### src/rtl/entrada_captura.sv
// Debounced capture of a 16-bit switch word on a push-button, handed to a stalled processor.
// Optional macro ENTRADA_DEBOUNCE_EN enables the stability counter; without it capture is immediate.
module entrada_captura #(
    parameter int unsigned DEBOUNCE_CICLOS = 50000,
    parameter int unsigned CNT_W           = 16
) (
    input  logic        i_clock,
    input  logic        i_reset,
    input  logic [15:0] i_entrada,
    input  logic        i_confirma_bt,
    input  logic        i_ler_da_entrada,
    input  logic        i_consumido,
    output logic [31:0] o_entrada_lida,
    output logic        o_dado_valido,
    output logic        o_confirma_pulso,
    output logic [2:0]  o_estado
);

    typedef enum logic [2:0] {
        StOcioso   = 3'd0,
        StEsperaBt = 3'd1,
        StEstavel  = 3'd2,
        StEntrega  = 3'd3,
        StSolta    = 3'd4
    } estado_t;

    if ((64'd1 << CNT_W) <= 64'(DEBOUNCE_CICLOS)) begin : g_cnt_w_check
        $error("CNT_W too narrow for DEBOUNCE_CICLOS");
    end

    logic        r_bt_m, r_bt_s, r_bt_ant;
    logic [15:0] r_ent_m, r_ent_s;
    estado_t     r_estado, w_estado_prox;
    logic        r_em_entrega;
    logic [31:0] r_entrada_lida;
    logic        w_captura;
    logic        w_solta_fim;

    always_ff @(posedge i_clock or posedge i_reset) begin
        if (i_reset) begin
            r_bt_m   <= 1'b0;
            r_bt_s   <= 1'b0;
            r_bt_ant <= 1'b0;
            r_ent_m  <= '0;
            r_ent_s  <= '0;
        end else begin
            r_bt_m   <= i_confirma_bt;
            r_bt_s   <= r_bt_m;
            r_bt_ant <= r_bt_s;
            r_ent_m  <= i_entrada;
            r_ent_s  <= r_ent_m;
        end
    end

`ifdef ENTRADA_DEBOUNCE_EN
    localparam logic [CNT_W-1:0] CntFim = CNT_W'(DEBOUNCE_CICLOS - 1);

    logic [CNT_W-1:0] r_cnt;
    logic             w_cnt_fim;

    assign w_cnt_fim   = (r_cnt == CntFim);
    assign w_captura   = (r_estado == StEstavel) && i_ler_da_entrada && r_bt_s && w_cnt_fim;
    assign w_solta_fim = !r_bt_s && w_cnt_fim;

    // Cleared on every state change, so each state starts counting from zero.
    always_ff @(posedge i_clock or posedge i_reset) begin
        if (i_reset) begin
            r_cnt <= '0;
        end else if (w_estado_prox != r_estado) begin
            r_cnt <= '0;
        end else if ((r_estado == StEstavel && r_bt_s) || (r_estado == StSolta && !r_bt_s)) begin
            if (r_cnt != '1) begin
                r_cnt <= r_cnt + 1'b1;
            end
        end else begin
            r_cnt <= '0;
        end
    end
`else
    assign w_captura   = (r_estado == StEstavel) && i_ler_da_entrada;
    assign w_solta_fim = !r_bt_s;
`endif

    always_ff @(posedge i_clock or posedge i_reset) begin
        if (i_reset) begin
            r_estado     <= StOcioso;
            r_em_entrega <= 1'b0;
        end else begin
            r_estado     <= w_estado_prox;
            r_em_entrega <= (r_estado == StEntrega);
        end
    end

    always_comb begin
        w_estado_prox = r_estado;
        case (r_estado)
            StOcioso: begin
                if (i_ler_da_entrada) w_estado_prox = StEsperaBt;
            end
            StEsperaBt: begin
                if (!i_ler_da_entrada)         w_estado_prox = StOcioso;
                else if (r_bt_s && !r_bt_ant)  w_estado_prox = StEstavel;
            end
            StEstavel: begin
                if (!i_ler_da_entrada) w_estado_prox = StOcioso;
                else if (w_captura)    w_estado_prox = StEntrega;
                else if (!r_bt_s)      w_estado_prox = StEsperaBt;
            end
            StEntrega: begin
                if (i_consumido || !i_ler_da_entrada) w_estado_prox = StSolta;
            end
            StSolta: begin
                if (w_solta_fim) w_estado_prox = StOcioso;
            end
            default: w_estado_prox = StOcioso;
        endcase
    end

    always_ff @(posedge i_clock or posedge i_reset) begin
        if (i_reset) begin
            r_entrada_lida <= '0;
        end else if (w_captura) begin
            r_entrada_lida <= {{16{r_ent_s[15]}}, r_ent_s};
        end
    end

    always_comb begin
        o_dado_valido    = (r_estado == StEntrega);
        o_confirma_pulso = (r_estado == StEntrega) && !r_em_entrega;
        o_estado         = r_estado;
        o_entrada_lida   = r_entrada_lida;
    end

endmodule

### config.mk
export PLATFORM = sky130hd
export DESIGN_NAME = entrada_captura
export DESIGN_NICKNAME = d
export VERILOG_FILES = /design/src/rtl/entrada_captura.sv
export SDC_FILE = /design/constraint.sdc
export NUM_CORES = 1
export LEC_CHECK = 0
export BUFFER_PORTS_ARGS = -buffer_cell sky130_fd_sc_hd__buf_2
export CORE_UTILIZATION = 49
export CTS_CLUSTER_SIZE = 10
export DETAILED_ROUTE_END_ITERATION = 8
export PLACE_DENSITY = 0.87
export REMOVE_ABC_BUFFERS = 1
export SLEW_MARGIN = 20
export SYNTH_ARGS = -nofsm -noshare
export SYNTH_HDL_FRONTEND = slang
export SYNTH_SLANG_ARGS = --single-unit
### constraint.sdc
create_clock -name i_clock -period 1.5 [get_ports i_clock]
set_input_delay 0 -clock i_clock [delete_from_list [all_inputs] [get_ports i_clock]]
set_output_delay 0 -clock i_clock [all_outputs]
set_load 0.02 [all_outputs]
==> metrics, run 1 <==
pre-CTS WS=86.03 ps; Post-Route Utilization=0.6923; pwr dens=1548 nW/µm²; die width=63.31 µm; RR Endpoint=o_entrada_lida[1]; endpoints failing setup=0; HPWL Detailed=2.027 mm; initial DRC count=13; Final Net Count=194; H-Tree Level Count=2; RePlAce Congestion=0.8105; CP Max Fanout=7; CP arrival=1610 ps; largest cells by area after synthesis=dfrtp_1, mux2_4, buf_4, mux2_2, buf_12; # rows=21; first-pass GRT wire length=4.981 mm; vias in the first global route=1,060; CTS tree=done; HP Class=primary input to asynchronous set/reset pin; post-layout min period=1420 ps; largest net degree at the start of global routing=28; Netlist cell types=18; DR vias=1,012; most frequent cell after synthesis=dfrtp_1; crit start category=flip-flop; Ports=58; final instance area=2401 µm²; highest clock rate=0.7043 GHz; Crit Reg-Reg Startpoint=o_estado[0]; worst rel slew slack=0.6541; Antenna Nets Post-Route=0; wire length per cell=13.58 µm; post-synth top area share=0.7473; fin crit share=0.9465; Leakage=0.001224 µW; fraction of registers with async set/reset=1.000; total routing usage reported by global routing=0.1735; Starting Density=0.5310; max-cap violation count=0; Crit. End Element=flip-flop; Yosys reg bits=55; Post-synth EDFFs=0; Min Hold Slack=288.9 ps; Antenna diodes=0; Port Buffers=57; Worst EP required=1690 ps; chip height=63.31 µm; Post-CTS Resized=0; initial antenna violation count=0; syn_area_per_cell=18.06 µm²; Fin. Hold Viols=0; unrepaired setup endpoints after global routing=no; Synth Cell Area=1842 µm²; Worst Skew=11.00 ps; peak supply drop=894.9 µV; clock sink count=55; Synth Flop Type=dfrtp_1; share of cells above drive strength 1=0.5057; placed cell areas=2083 µm²; Yosys warning total=0; core area=3468 µm²; reg-to-reg slack, setup=80 ps; final setup margin=80.21 ps; Root Buffer Master=clkbuf_8; final wirelength=2.988 mm; post-synthesis sequential area ratio=0.7473; P&R area growth vs syn=30.37%; detailed-route DRC error count=0; CP Class=flip-flop to flip-flop; total die area=4008 µm²; router iterations before antenna repair=4; DR vias/cell=4.600; result of the run=completed; post-synth top area cell=dfrtp_1; Clock Latency Late Sink=310 ps; max-slew violations=0; Worst-path clk slew=90 ps; Worst-Margin Slew=518.1 ps; most frequent cells after synthesis=dfrtp_1, buf_4, mux2_4; cell count after synthesis=102; cts bufs inserted=5; GRT overflow=0; FF-to-FF path depth=3; CTS Buffer Depth=2
## cell usage in the layout, fill, tap and decap left out
cell,n
o21ba_2,1
dlygate4sd3_1,20
a311oi_1,1
inv_2,1
and4bb_1,1
nor4bb_1,1
mux2_2,6
nor2b_1,1
buf_2,57
clkinv_2,1
a21boi_0,1
bufinv_16,1
nor2_1,1
clkbuf_8,6
o21ai_0,1
mux2_4,10
buf_4,4
dfrtp_1,55
nand3b_1,1
nand2b_1,1
buf_12,1
inv_1,1
nand4bb_1,1
## per-layer routing
metal	wire length [µm]	GRT usage
met5	0	0
met2	1652	0.3105
met1	1120	0.1865
met3	158	0.04891
met4	57	0.08523
## metrics by stage
stage,TNS [ps],power [µW],cells
CTS,0,3765,220
detailed placement,0,2741,192
finish,0,3717,220
global placement,0,2712,192
floorplan,-18710,2379,84
global route,0,3891,220
## final cells by class
type	instances	area (µm²)
Clock buffer	6	82.58
Inverter	2	7.507
Multi-Input combinational cell	27	306.5
Timing Repair Buffer	82	535.5
Fill cell	253	1067
Clock inverter	2	35.03
Tap cell	46	57.56
Sequential cell	55	1376
## critical path, stage by stage (launching register included)
cell	delay [ps]
dfrtp_1	450
and4bb_1	360
buf_4	200
mux2_4	310
## report_power, final
group	total, µW	switching [µW]	internal [µW]
clock	976	436	540
sequential	1780	112	1670
combinational	959	558	401
## sequential cells by signal, indices dropped and copies added (netlist names)
signal,flops
r_bt_m,1
r_bt_s,1
r_ent_m,16
r_bt_ant,1
o_estado,3
r_ent_s,16
r_em_entrega,1
o_entrada_lida,16
## cell families after synthesis
kind of cell	after synthesis	share of synthesized area
flip-flops	55	0.7473
AND/OR/NAND/NOR	7	0.03125
multiplexers	16	0.1182
AO/OA/AOI/OAI	4	0.01698
buffers and inverters	20	0.08628
## repair_timing
item / in CTS / in global routing
buffers inserted: 0 / 0
hold buffers: 20 / 0
hold endpoints to repair: 43 / 0
## worst max path at each step
| stage | startpoint | end | depth (start not counted) |
|---|---|---|---|
| floorplan | o_entrada_lida[15] | o_entrada_lida[15] | 1 |
| global placement | o_estado[0] | o_entrada_lida[12] | 3 |
| detailed placement | o_estado[0] | o_entrada_lida[2] | 3 |
| CTS | o_estado[0] | o_entrada_lida[2] | 3 |
| global route | o_estado[0] | o_entrada_lida[1] | 3 |
| finish | o_estado[0] | o_entrada_lida[1] | 3 |
Power figures use the tool's default switching activity.
==> run 2, diff against run 1 <==
--- a/config.mk
+++ b/config.mk
@@ -6,7 +6,9 @@
 export NUM_CORES = 1
 export LEC_CHECK = 0
 export BUFFER_PORTS_ARGS = -buffer_cell sky130_fd_sc_hd__buf_2
-export CORE_UTILIZATION = 49
+export CELL_PAD_IN_SITES_DETAIL_PLACEMENT = 0
+export CELL_PAD_IN_SITES_GLOBAL_PLACEMENT = 2
+export CORE_UTILIZATION = 34
 export CTS_CLUSTER_SIZE = 10
 export DETAILED_ROUTE_END_ITERATION = 8
 export PLACE_DENSITY = 0.87
==> constraint.sdc (replaced) <==
create_clock -name i_clock -period 1.5 [get_ports i_clock]
set_input_delay 0.15 -clock i_clock [delete_from_list [all_inputs] [get_ports i_clock]]
set_output_delay 0.15 -clock i_clock [all_outputs]
set_load 0.02 [all_outputs]
==> metrics, run 2 (synthesized netlist as in run 1, its figures left out) <==
max-slew violations=0 (unchanged); Worst EP required=1680 ps (about the same); vias in the first global route=1,016 (-4.2%); DR vias/cell=4.021 (-13%); CP arrival=1600 ps (about the same); Worst path slowest cell=dfrtp_1; slowest stage delay, CP=440 ps (about the same); endpoints failing setup=0 (unchanged); H-Tree Level Count=2 (unchanged); Final Net Count=189 (-2.6%); Antenna diodes=0 (unchanged); Ports=58 (unchanged); Worst-path clk slew=80 ps (about the same); total routing usage reported by global routing=0.1169 (-0.05654); placed cell areas=2103 µm² (+0.96%); core area=5172 µm² (+49%); Leakage=0.001186 µW (-3.1%); crit start category=flip-flop; Crit. End Element=flip-flop; Hold Startpoint=i_consumido; max-cap violation count=0 (unchanged); Worst-Margin Slew=436.9 ps (-81.19 ps); FF-to-FF path depth=3 (unchanged); worst rel slew slack=0.7047 (+0.05066); Post-CTS Resized=0 (unchanged); total die area=5715 µm² (+43%); combinational power share=0.274 (+0.016); largest net degree at the start of global routing=37 (+32%); CP Class=flip-flop to flip-flop; leading cell type in the layout, fill and taps excluded=buf_2; commonest cells after routing, fill and taps aside=buf_2, dfrtp_1, dlygate4sd3_1; detailed-route DRC error count=0 (unchanged); CP Max Fanout=16 (+9); final wirelength=2.948 mm (-1.3%); P&R area growth vs syn=28.40%; Net Sw Frac=0.3133 (+0.01583); Hold Path Cell Cnt=2; Post-Route Utilization=0.4572 (-0.2351); DR vias=961 (-5.0%); router iterations before antenna repair=4 (unchanged); initial antenna violation count=0 (unchanged); pwr dens=1476 nW/µm² (-4.7%); wire length per cell=12.33 µm (-9.2%); Clock Latency Late Sink=300 ps (about the same); Worst Skew=3.104 ps (-7.900 ps); CTS Buffer Depth=2 (unchanged); RePlAce Congestion=0.6532 (-19%); peak supply drop=652.0 µV (-27%); RR Endpoint=o_entrada_lida[10]; Pint=2396 µW (-8.2%); reg-to-reg slack, setup=80 ps (about the same); initial DRC count=18 (+5); CP cell instances=and4bb_1 > buf_12 > mux2_2; Clk network pwr share=0.214 (-0.049); GRT overflow=0 (unchanged); die width=75.60 µm (+19%); cts bufs inserted=5 (unchanged); Min Hold Slack=96.02 ps (-192.8 ps); setup TNS=0 ps (unchanged); Port Buffers=57 (unchanged); clock sink count=55 (unchanged); Crit Reg-Reg Startpoint=o_estado[0]; Starting Density=0.3561 (-0.1750); share of cells above drive strength 1=0.4911 (-0.01462); CTS tree=done; # rows=26 (+24%); HPWL Detailed=2.102 mm (+3.7%); first-pass GRT wire length=4.795 mm (-3.7%); fin crit share=0.9474 (about the same); Fin. Hold Viols=0 (unchanged); hold endpoint=o_estado[0]; highest clock rate=0.7037 GHz (about the same); chip height=75.60 µm (+19%); final instance area=2365 µm² (-1.5%); Psw=1093 µW (-1.1%); unrepaired setup endpoints after global routing=no; result of the run=completed; Flop pwr share=0.512 (+0.033); post-layout min period=1421 ps (+1.286 ps); Root Buffer Master=clkbuf_8; HP Class=primary input to flip-flop; Antenna Nets Post-Route=0 (unchanged)
run 2: changes by cell type in the layout (fill, tap and decap cells not counted), sizes merged:
cell | previous run | this run
dlygate4sd3 | 20 | 18
buf | 62 | 59
clkbuf | 6 | 7
bufinv | 1 | 0
run 2: power groups by stage:
stage	combinational, µW	clock [µW]	sequential (µW)
finish	955	748	1790
global route	1010	856	1820
CTS	974	779	1790
detailed placement	935	0	1820
global placement	919	0	1810
floorplan	210	0	2170
run 2: critical path: cells and delay by family, from the launching register on:
family / cells / cell delay (ps)
buffers and inverters: 1 / 180
flip-flops: 1 / 440
multiplexers: 1 / 350
AND/OR/NAND/NOR: 1 / 330
run 2: timing repair:
item,CTS,global route
endpoints found under the hold margin,36,0
buffers inserted,0,0
hold buffers,18,0
run 2: metrics by stage:
| step | total power [µW] | cells | setup slack, ps |
|---|---|---|---|
| 2_1_floorplan | 2379 | 84 | -1305 |
| 3_3_place_gp | 2727 | 213 | 152.5 |
| 3_5_place_dp | 2757 | 213 | 94.07 |
| 4_1_cts | 3546 | 239 | 74.37 |
| 5_1_grt | 3682 | 239 | 13.08 |
| 6_report | 3489 | 239 | 78.92 |
run 2: area by class of cell:
type | count | area, µm²
fill | 460 | 2808
sequential | 55 | 1376
timing repair buffer | 77 | 505.5
multi-input combinational | 27 | 306.5
tap | 70 | 87.58
clock buffer | 7 | 76.32
inverter | 2 | 7.507
clock inverter | 1 | 5.005
run 2: worst max-delay path by stage:
stage                             from            endpoint  slack [ps]  cells past startpoint
floorplan           o_entrada_lida[15]  o_entrada_lida[15]       -1300                      1
global route               o_estado[0]  o_entrada_lida[10]          10                      3
CTS                        o_estado[0]  o_entrada_lida[10]          70                      3
finish                     o_estado[0]  o_entrada_lida[10]          80                      3
detailed placement         o_estado[0]   o_entrada_lida[9]          90                      3
global placement           o_estado[0]   o_entrada_lida[7]         150                      3
run 2: routing by layer:
metal	global-route usage	part of all wire	wire length [µm]	up-vias
met5	0	0	0	-
met4	0.03704	0.0064	19	0
met3	0.04630	0.051	150	2
met2	0.2073	0.56	1651	27
met1	0.1289	0.38	1126	483
li1	-	-	-	449
==> run 3, diff against run 2 <==
--- a/config.mk
+++ b/config.mk
@@ -6,9 +6,7 @@
 export NUM_CORES = 1
 export LEC_CHECK = 0
 export BUFFER_PORTS_ARGS = -buffer_cell sky130_fd_sc_hd__buf_2
-export CELL_PAD_IN_SITES_DETAIL_PLACEMENT = 0
-export CELL_PAD_IN_SITES_GLOBAL_PLACEMENT = 2
-export CORE_UTILIZATION = 34
+export CORE_UTILIZATION = 49
 export CTS_CLUSTER_SIZE = 10
 export DETAILED_ROUTE_END_ITERATION = 8
 export PLACE_DENSITY = 0.87
==> metrics, run 3 (synthesized netlist as in run 1, its figures left out) <==
P&R area growth vs syn=27.11%; total die area=4008 µm² (-30%); Final Net Count=191 (+1.1%); leading cell type in the layout, fill and taps excluded=buf_2; WP buf/inv=1 (unchanged); Worst-path clk slew=80 ps (about the same); largest net degree at the start of global routing=31 (-16%); worst rel slew slack=0.6280 (-0.07676); slowest stage delay, CP=430 ps (about the same); total routing usage reported by global routing=0.1675 (+0.05052); CTS Buffer Depth=2 (unchanged); CP Class=flip-flop to flip-flop; initial antenna violation count=0 (unchanged); CP Max Fanout=10 (-6); Post-Route Utilization=0.6750 (+0.2178); clock sink count=55 (unchanged); chip height=63.31 µm (-16%); unrepaired setup endpoints after global routing=no; Clock Latency Late Sink=300 ps (about the same); RePlAce Congestion=0.7679 (+18%); peak supply drop=921.4 µV (+41%); CP top delay family=flip-flops; Starting Density=0.5310 (+0.1750); cts bufs inserted=5 (unchanged); GRT overflow=0 (unchanged); share of cells above drive strength 1=0.4970 (+0.005917); max-slew violations=0 (unchanged); detailed-route DRC error count=0 (unchanged); initial DRC count=11 (-7); core area=3468 µm² (-33%); Final Power=3459 µW (-0.89%); router iterations before antenna repair=2 (-2); Antenna diodes=0 (unchanged); CP cell instances=and4bb_1 > buf_12 > mux2_2; max-cap violation count=0 (unchanged); Fin. Hold Viols=0 (unchanged); Worst Skew=3.966 ps (+0.8614 ps); final wirelength=2.958 mm (+0.34%); CP arrival=1580 ps (-20 ps); H-Tree Level Count=2 (unchanged); result of the run=completed; crit start category=flip-flop; HP Class=primary input to flip-flop; Port Buffers=57 (unchanged); # rows=21 (-19%); Antenna Nets Post-Route=0 (unchanged); vias in the first global route=993 (-2.3%); Ports=58 (unchanged); DR vias=970 (+0.94%); Crit. End Element=flip-flop; HPWL Detailed=1.920 mm (-8.7%); fin crit share=0.9337 (-0.01370); post-layout min period=1401 ps (-20.54 ps); DR vias/cell=4.512 (+12%); endpoints failing setup=0 (unchanged); post-CTS setup buffer count=0 (unchanged); Worst path slowest cell=dfrtp_1; Worst-Margin Slew=557.2 ps (+120.3 ps); commonest cells after routing, fill and taps aside=buf_2, dfrtp_1, dlygate4sd3_1; Root Buffer Master=clkbuf_8; Leakage=0.001191 µW (+0.48%); Worst EP required=1680 ps (about the same); CTS tree=done; wire length per cell=13.76 µm (+12%); die width=63.31 µm (-16%); pwr dens=1477 nW/µm² (+0.12%); highest clock rate=0.7140 GHz (+1.5%); first-pass GRT wire length=4.747 mm (-1.0%)
==> run 3: changes by cell type in the layout (fill, tap and decap cells not counted) <==
cell / before / now
buf_4: 0 / 2
clkinv_2: 1 / 0
clkbuf_1: 2 / 1
==> run 3: power breakdown <==
group | switching [µW] | internal [µW]
combinational | 551 | 400
clock | 405 | 312
sequential | 120 | 1670
==> run 3: per-layer routing <==
layer	wire, µm	GRT usage	part of all wire
met1	1159	0.1850	0.39
met2	1569	0.2957	0.53
met3	181	0.05978	0.061
met4	47	0.05966	0.016
met5	0	0	0
==> run 3: through the flow <==
| step | setup TNS, ps | cells | area, µm² | worst slack [ps] | hold slack, ps |
|---|---|---|---|---|---|
| floorplan | -21260 | 84 | 1690 | -1305 | 181.4 |
| global placement | 0 | 191 | 2088 | 156.7 | 200.3 |
| detailed placement | 0 | 191 | 2088 | 115.3 | 241.0 |
| CTS | 0 | 215 | 2341 | 93.47 | 81.40 |
| global route | 0 | 215 | 2341 | 60.65 | 81.37 |
| finish | 0 | 215 | 2341 | 99.47 | 95.90 |
==> run 3: path summary, 6_finish.rpt <==
path                        startpoint                 end  slack, ps  cells after the start
max reg2reg                o_estado[0]   o_entrada_lida[7]        100                      3
max                        o_estado[0]   o_entrada_lida[7]        100                      3
min reg2reg                 r_ent_m[4]          r_ent_s[4]        350                      0
max in group asynchronous      i_reset   o_entrada_lida[3]        490                      4
min in group asynchronous      i_reset  o_entrada_lida[10]        470                      3
min                        i_consumido         o_estado[0]        100                      2
==> run 3: final cells by class <==
cell class / count / area, µm²
inverters: 2 / 7.507
fillers: 251 / 1127
flip-flops and latches: 55 / 1376
multi-input cells: 27 / 306.5
repair buffers: 79 / 520.5
well taps: 46 / 57.56
clock buffers: 6 / 72.57
==> run 3: what timing repair did <==
action                    4_1_cts  5_1_grt
hold endpoints to repair       42        0
hold buffers                   18        0
resized for setup               0        0
